File: src/rtl/led_scan_pkg.sv
// Shared constants for the LED scan multiplexer: hex-to-7-segment table and off level.
package led_scan_pkg;

  // Active-high gfedcba patterns; element n is the glyph for hex digit n.
  localparam logic [15:0][6:0] HEX7_TABLE = {
    7'h71, 7'h79, 7'h5E, 7'h39, 7'h7C, 7'h77, 7'h6F, 7'h7F,
    7'h07, 7'h7D, 7'h6D, 7'h66, 7'h4F, 7'h5B, 7'h06, 7'h3F
  };

  // {dp,g,f,e,d,c,b,a} with everything dark, before output polarity is applied.
  localparam logic [7:0] SEG_OFF = 8'h00;

endpackage

File: src/rtl/hex7seg.sv
// Pure combinational nibble to active-high gfedcba segment decoder.
module hex7seg
  import led_scan_pkg::*;
(
  input  logic [3:0] nibble,
  output logic [6:0] segs
);

  assign segs = HEX7_TABLE[nibble];

endmodule

File: src/rtl/led_scan_mux.sv
// Time-multiplexed 7-segment scanner with per-frame snapshot and dead time.
// Optional leading-zero blanking is built when LED_SCAN_LZB_EN is defined.
module led_scan_mux
  import led_scan_pkg::*;
#(
  parameter int NUM_DIGITS     = 4,
  parameter int DIV            = 4,
  parameter int DEAD           = 1,
  parameter int SEL_ACTIVE_LOW = 1,
  parameter int SEG_ACTIVE_LOW = 1
) (
  input  logic                          clk,
  input  logic                          rst,
  input  logic                          en,
  input  logic [4*NUM_DIGITS-1:0]       digits,
  input  logic [NUM_DIGITS-1:0]         dp,
  output logic [NUM_DIGITS-1:0]         select,
  output logic [7:0]                    seg,
  output logic [$clog2(NUM_DIGITS)-1:0] idx,
  output logic                          frame_start
);

  localparam int IDX_W = $clog2(NUM_DIGITS);
  localparam int C_W   = $clog2(DIV);

  logic [C_W-1:0]          c_q, c_d;
  logic [IDX_W-1:0]        idx_q, idx_d;
  logic [4*NUM_DIGITS-1:0] snap_digits_q, snap_digits_d;
  logic [NUM_DIGITS-1:0]   snap_dp_q, snap_dp_d;

  logic                    slot_wrap;
  logic                    frame_wrap;

  always_comb begin
    c_d           = c_q;
    idx_d         = idx_q;
    snap_digits_d = snap_digits_q;
    snap_dp_d     = snap_dp_q;
    slot_wrap     = (c_q == C_W'(DIV - 1));
    frame_wrap    = slot_wrap && (idx_q == IDX_W'(NUM_DIGITS - 1));
    if (en) begin
      c_d = slot_wrap ? '0 : c_q + 1'b1;
      if (slot_wrap) begin
        idx_d = frame_wrap ? '0 : idx_q + 1'b1;
      end
      // Capture on the last cycle of a frame so the next frame never tears.
      if (frame_wrap) begin
        snap_digits_d = digits;
        snap_dp_d     = dp;
      end
    end
  end

  always_ff @(posedge clk) begin
    if (rst) begin
      c_q           <= '0;
      idx_q         <= '0;
      snap_digits_q <= '0;
      snap_dp_q     <= '0;
    end else begin
      c_q           <= c_d;
      idx_q         <= idx_d;
      snap_digits_q <= snap_digits_d;
      snap_dp_q     <= snap_dp_d;
    end
  end

  logic [3:0]            cur_nib;
  logic                  cur_dp;
  logic [NUM_DIGITS-1:0] sel_hi;

  always_comb begin
    cur_nib = '0;
    cur_dp  = 1'b0;
    sel_hi  = '0;
    for (int i = 0; i < NUM_DIGITS; i++) begin
      if (idx_q == IDX_W'(i)) begin
        cur_nib   = snap_digits_q[4*i +: 4];
        cur_dp    = snap_dp_q[i];
        sel_hi[i] = 1'b1;
      end
    end
  end

  logic [6:0] dec_segs;
  logic [6:0] segs_7;

  hex7seg u_hex7seg (
    .nibble (cur_nib),
    .segs   (dec_segs)
  );

`ifdef LED_SCAN_LZB_EN
  logic [NUM_DIGITS-1:0] lead_zero;
  logic                  running;
  logic                  cur_blank;

  // A digit is a leading zero when it and every higher nibble are zero; digit 0 always shows.
  always_comb begin
    lead_zero = '0;
    running   = 1'b1;
    cur_blank = 1'b0;
    for (int i = NUM_DIGITS - 1; i > 0; i--) begin
      running      = running && (snap_digits_q[4*i +: 4] == 4'h0);
      lead_zero[i] = running;
    end
    for (int i = 0; i < NUM_DIGITS; i++) begin
      if (idx_q == IDX_W'(i)) begin
        cur_blank = lead_zero[i];
      end
    end
  end

  assign segs_7 = cur_blank ? 7'h00 : dec_segs;
`else
  assign segs_7 = dec_segs;
`endif

  logic                  show;
  logic [NUM_DIGITS-1:0] sel_lvl;
  logic [7:0]            seg_lvl;

  assign show        = en && (int'(c_q) >= DEAD);
  assign sel_lvl     = show ? sel_hi : '0;
  assign seg_lvl     = show ? {cur_dp, segs_7} : SEG_OFF;
  assign select      = (SEL_ACTIVE_LOW != 0) ? ~sel_lvl : sel_lvl;
  assign seg         = (SEG_ACTIVE_LOW != 0) ? ~seg_lvl : seg_lvl;
  assign idx         = idx_q;
  assign frame_start = en && (c_q == '0) && (idx_q == '0);

endmodule

File: config.mk
export PLATFORM = sky130hd
export DESIGN_NAME = led_scan_mux
export DESIGN_NICKNAME = d
export VERILOG_FILES = /design/src/rtl/led_scan_pkg.sv /design/src/rtl/hex7seg.sv /design/src/rtl/led_scan_mux.sv
export SDC_FILE = /design/constraint.sdc
export NUM_CORES = 1
export LEC_CHECK = 0
export CORE_MARGIN = 2
export CORE_UTILIZATION = 35
export DETAILED_ROUTE_END_ITERATION = 16
export PLACE_DENSITY = 0.61
export SETUP_SLACK_MARGIN = 0.4
export SYNTH_ARGS = -nofsm -noshare
export SYNTH_HDL_FRONTEND = slang
export SYNTH_SLANG_ARGS = --single-unit
File: constraint.sdc
create_clock -name clk -period 3.5 [get_ports clk]
set_input_delay 0.35 -clock clk [delete_from_list [all_inputs] [get_ports clk]]
set_output_delay 0.35 -clock clk [all_outputs]
set_load 0.02 [all_outputs]
======== Word level (Yosys, flattened, before mapping) ========
Memories as Yosys holds them, arrays and structs flattened.
Index checks and enable logic that the tools add are counted.
storage, ports and cells
  flip-flop bits (word level) ............. 24
  memory bits (read-only) ................. 112
  input bits .............................. 23
  memories kept ........................... 1
cells by class
  $add $sub $neg .......................... 2
  $lt $le $gt $ge ......................... 2
  eq/ne operators ......................... 4
  multiplexer cells ....................... 17
  bitwise operators ....................... 2
  reductions and logical operators ........ 8
memories
  name              depth  width  rd ports  clocked after memory_dff  write ports  line          text
  (name not given)  16     7      1         0                         0            hex7seg.sv:9  assign segs = HEX7_TABLE[nibble];
operators by type and width
  cell                                                  count
  two-way mux 4 bit                                     5
  two-way mux 1 bit                                     8
  two-way mux 8 bit                                     1
  inverter 8 bit                                        1
  two-way mux 7 bit                                     1
  equality test 2 bit (second input constant)           3
  < comparator 4 x 5 -> 1 bit (second input constant)   1
  adder 2 x 1 -> 2 bit (second input constant)          2
  logical AND 1 bit                                     4
  zero test 2 bit                                       2
  two-way mux 2 bit                                     2
  inverter 4 bit                                        1
  AND reduction 2 bit                                   2
  equality test 2 x 1 -> 1 bit (second input constant)  1
  >= comparator 2 x 1 -> 1 bit (second input constant)  1

======== Depth between registers and ports, before layout ========
  depth in word-level cells ............... 9
  gate-level depth with buffers ........... 11
  depth with buffers taken out ............ 10

======== Hierarchy ========
Synthesis repeated with hierarchy kept, for this count alone.
unflattened totals
  cells, all modules ...................... 198
  area, all modules ....................... 1525.2 sq um
by module, submodules not included
  module        instances  cells each  area an instance (sq um)  sequential area each (sq um)
  led_scan_mux  1          165         1237.4                    480.5
  hex7seg       1          33          287.8                     0.0

======== Least setup slack after synthesis ========
OpenSTA, ideal clock, no wires.
  path type ............................... register -> output
  from .................................... register idx_q[0] (netlist: idx[0])
  to ...................................... output port seg[3]
  arrival time ............................ 2.358 ns
  data required time ...................... 3.150 ns
  setup slack ............................. 0.792 ns
  stages on the path, launching flop included .. 12
  buffers on the path ..................... 1
  path through ............................ dfxtp_1 -> inv_1 -> ha_1 -> buf_2 -> nor2b_1 -> o21ai_1 -> o31a_1 -> inv_1 -> ha_1 -> nor2_1 -> a2111oi_2 -> a31oi_1
between the ends
  cells in the longest elaborated chain, start to end .. 9
  elaborated cells between the ends (all ways) .. 12
  classes of those cells .................. eq/ne: 3; mux: 6; bitwise: 1; reduce/logical: 1; memory: 1
ends and longest elaborated chain
  what                                         line                 text
  from (decl)                                  led_scan_mux.sv:27   logic [IDX_W-1:0] idx_q, idx_d;
  from (signal assigned)                       led_scan_mux.sv:62   idx_q <= idx_d;
  zero test 2 bit                              led_scan_mux.sv:77   if (idx_q == IDX_W'(i)) begin
  two-way mux 4 bit (3 in series)              led_scan_mux.sv:77
  two-way mux 4 bit (*)                        led_scan_mux.sv:77
  memory read (16 x 7 bit) (*)                 -
  two-way mux 7 bit (not written as such) (*)  hex7seg.sv:9
  two-way mux 8 bit (*)                        led_scan_mux.sv:125  assign seg_lvl = show ? {cur_dp, segs_7} : SEG_OFF;
  inverter 8 bit (*)                           led_scan_mux.sv:127  assign seg = (SEG_ACTIVE_LOW != 0) ? ~seg_lvl : seg_lvl;
  to (decl)                                    led_scan_mux.sv:18   output logic [7:0] seg,
Every way passes the cells marked *; elsewhere a longest branch is shown, timed or not. The select of a mux whose other input is x is not followed.

======== Worst setup path in the final report ========
  from .................................... register idx_q[1] (netlist: idx[1])
  to ...................................... output port seg[1]
Same word-level chain as after synthesis.

==> reports/metrics.csv <==
stage;metric;value;unit
critical_path;cp.required;3.15;ns
cells_and_area;antenna_cells;0;
clock_tree;insertion_delay;0.27;ns
global_route;grt_pass1_vias;1235;
clock_tree;clockBufferDepth;2;
global_route;antenna_found_initial;0;
global_route;grt_start_max_net_pins;25;
sta;worst_pin_slew;0.877;ns
synthesis;ys_types;30;
sta;hold_viol;0;
cells_and_area;stdcell_area;1980;um^2
sta;max_freq;338;MHz
critical_path;start_kind;flip-flop;
route;num_vias;1331;
clock_tree;htree_levels;1;
power;p_leak;0.706;nW
die;die_h;68.5;um
clock_tree;cts_sinks;24;
placed_design;placed_area;1840;um^2
route;dr.pass1.iters;4;
route;ant_nets;0;
synthesis;syn_inst;193;
cells_and_area;area_growth;36.1;%
sta;tns;0;ns
sta;maxSlewHeadroom;0.414;
outcome;status;complete, no violations;
sta;slew_viol_final;0;
placed_design;place_ws;0.437;ns
critical_path;cp.arrival;2.61;ns
critical_path;worstPathMaxFanout;10;
clock_tree;clk_pin_slew;0.09;ns
synthesis;ys_seq_elements;24;
synthesis;avgSynthCellArea;7.55;um^2
route;drt_iter0_drc;40;
run;drv_cap;0;
cells_and_area;layout-drive-gt1-share;0.109;
placed_design;dpl.hpwl;2370;um
cells_and_area;final_nets;266;
synthesis;syn_nets;229;
cells_and_area;fin_util;0.496;
power;vdd_drop_max;153;uV
clock_tree;cts-root-buf;clkbuf_8;
clock_tree;cts_buffers;3;
die;core_area;4000;um^2
die;start_util;0.364;
sta;worst_slack;0.539;ns
cells_and_area;layout_commonest_cell;nand2_1;
sta;whs;0.461;ns
die;row_count;23;
critical_path;critPathCaptureType;primary output;
route;post_drt_wl_per_cell;12.1;um
synthesis;syn_area;1460;um^2
sta;rsz0062_at_grt;no;
worst_hold_path;min_path_type;flip-flop to flip-flop;
clock_tree;cts_tree;built;
sta;finalCritPeriodShare;0.846;
die;die_w;68.5;um
route;drt-total-wl;3390;um
synthesis;yosysSeqAreaShare;0.330;
global_route;grt_first_pass_wirelength;5550;um
global_route;grt_overflow;0;
placed_design;gp_congestion;0.793;
sta;setup_viol;0;
die;die_area;4700;um^2
clock_tree;cts_hold_buf;0;
placed_design;port_buffers;37;
power;pwr_density_cell;301;nW/um^2
sta;period_needed;2.96;ns
global_route;grt_use_total;0.156;
route;drc;0;
cells_and_area;mostFrequentLayoutCells;55 x nand2_1, 30 x a21oi_1, 30 x clkdlybuf4s50_1, 23 x dfxtp_1, 11 x inv_1;
die;boundaryPins;38;
synthesis;yosysWarningCount;0;
sta;skew;0.00336;ns
critical_path;path_class;flip-flop to primary output;
route;vias_per_cell;4.77;
==> area by class of cell <==
cell class / instances / area (um^2)
Fill cell: 424 / 2020
Sequential cell: 24 / 482
Timing Repair Buffer: 45 / 433
Clock inverter: 1 / 30.0
Clock buffer: 3 / 41.3
Multi-Input combinational cell: 145 / 895
Tap cell: 50 / 62.6
Inverter: 11 / 41.3
==> path summary, 6_finish.rpt <==
path	start	to	slack [ns]	cells after the start
min reg2reg	snap_dp_q[1]$_SDFFE_PP0P_	snap_dp_q[1]$_SDFFE_PP0P_	0.46	2
max	idx[1]$_SDFFE_PP0P_	seg[1]	0.54	8
min	snap_dp_q[1]$_SDFFE_PP0P_	snap_dp_q[1]$_SDFFE_PP0P_	0.46	2
max reg2reg	idx[1]$_SDFFE_PP0P_	snap_digits_q[8]$_SDFFE_PP0P_	1.40	5
==> critical path, cell delays in order, from the launching register on <==
cell	delay [ns]
dfxtp_1	0.41
ha_1	0.41
buf_4	0.24
a21oi_1	0.06
a22oi_2	0.17
buf_4	0.17
ha_1	0.24
a221o_1	0.31
dlygate4sd2_1	0.32
==> sequential cells by signal, summed over array words and instances (netlist names) <==
signal,flops
snap_dp_q,4
snap_digits_q,16
c_q,2
idx,2
==> layer usage <==
metal	wire, um	up-vias	global-route usage
li1	-	721	-
met1	1770	578	0.214
met2	1460	30	0.252
met3	152	2	0.0244
met4	14	0	0.0450
met5	0	-	0
==> cells by family after synthesis <==
kind of cell | after synthesis | synth area share
AOI/OAI and AO/OA | 47 | 0.200
muxes | 5 | 0.0343
and+or+nand+nor | 80 | 0.249
buffers and inverters | 24 | 0.0755
adders and majority gates | 13 | 0.112
DFF | 24 | 0.330
==> what timing repair did <==
action / CTS / global route
pin swaps: 1 / 2
buffers inserted: 1 / 4
gates cloned: 0 / 0
setup endpoints to repair: 7 / 6
resized for setup: 8 / 10
==> power by group <==
part	internal (W)	switching, W	leakage (nW)
Sequential	0.000275	0.00000174	0.194
Clock	0.000153	0.0000936	0.0357
Combinational	0.0000412	0.0000328	0.476
Total	0.000469	0.000128	0.706
==> cells in the mapped netlist (all sizes together) <==
library cell / number / share of area
a211oi: 3 / 0.015
clkbuf: 7 / 0.018
nand2: 55 / 0.14
o31ai: 1 / 0.0052
nand2b: 1 / 0.0043
and2: 1 / 0.0060
o21ai: 5 / 0.017
nor3b: 3 / 0.015
nand3b: 3 / 0.024
inv: 11 / 0.028
a21oi: 30 / 0.10
a31oi: 1 / 0.0043
a221o: 2 / 0.014
o31a: 1 / 0.0060
a2111oi: 1 / 0.010
and3: 2 / 0.0086
mux2i: 5 / 0.034
a22oi: 1 / 0.0086
nor2b: 3 / 0.013
nand3: 2 / 0.0069
a221oi: 1 / 0.010
ha: 13 / 0.11
buf: 6 / 0.029
nor2: 6 / 0.015
dfxtp: 24 / 0.33
nor3: 4 / 0.014
o221ai: 1 / 0.0060
==> stage by stage <==
stage | total power, W | cells
after floorplan | 0.000314 | 193
after global routing | 0.000617 | 279
after global placement | 0.000360 | 270
after CTS | 0.000601 | 275
after detailed placement | 0.000360 | 270
final | 0.000597 | 279
No activity file was read; power rests on OpenSTA's default activity.
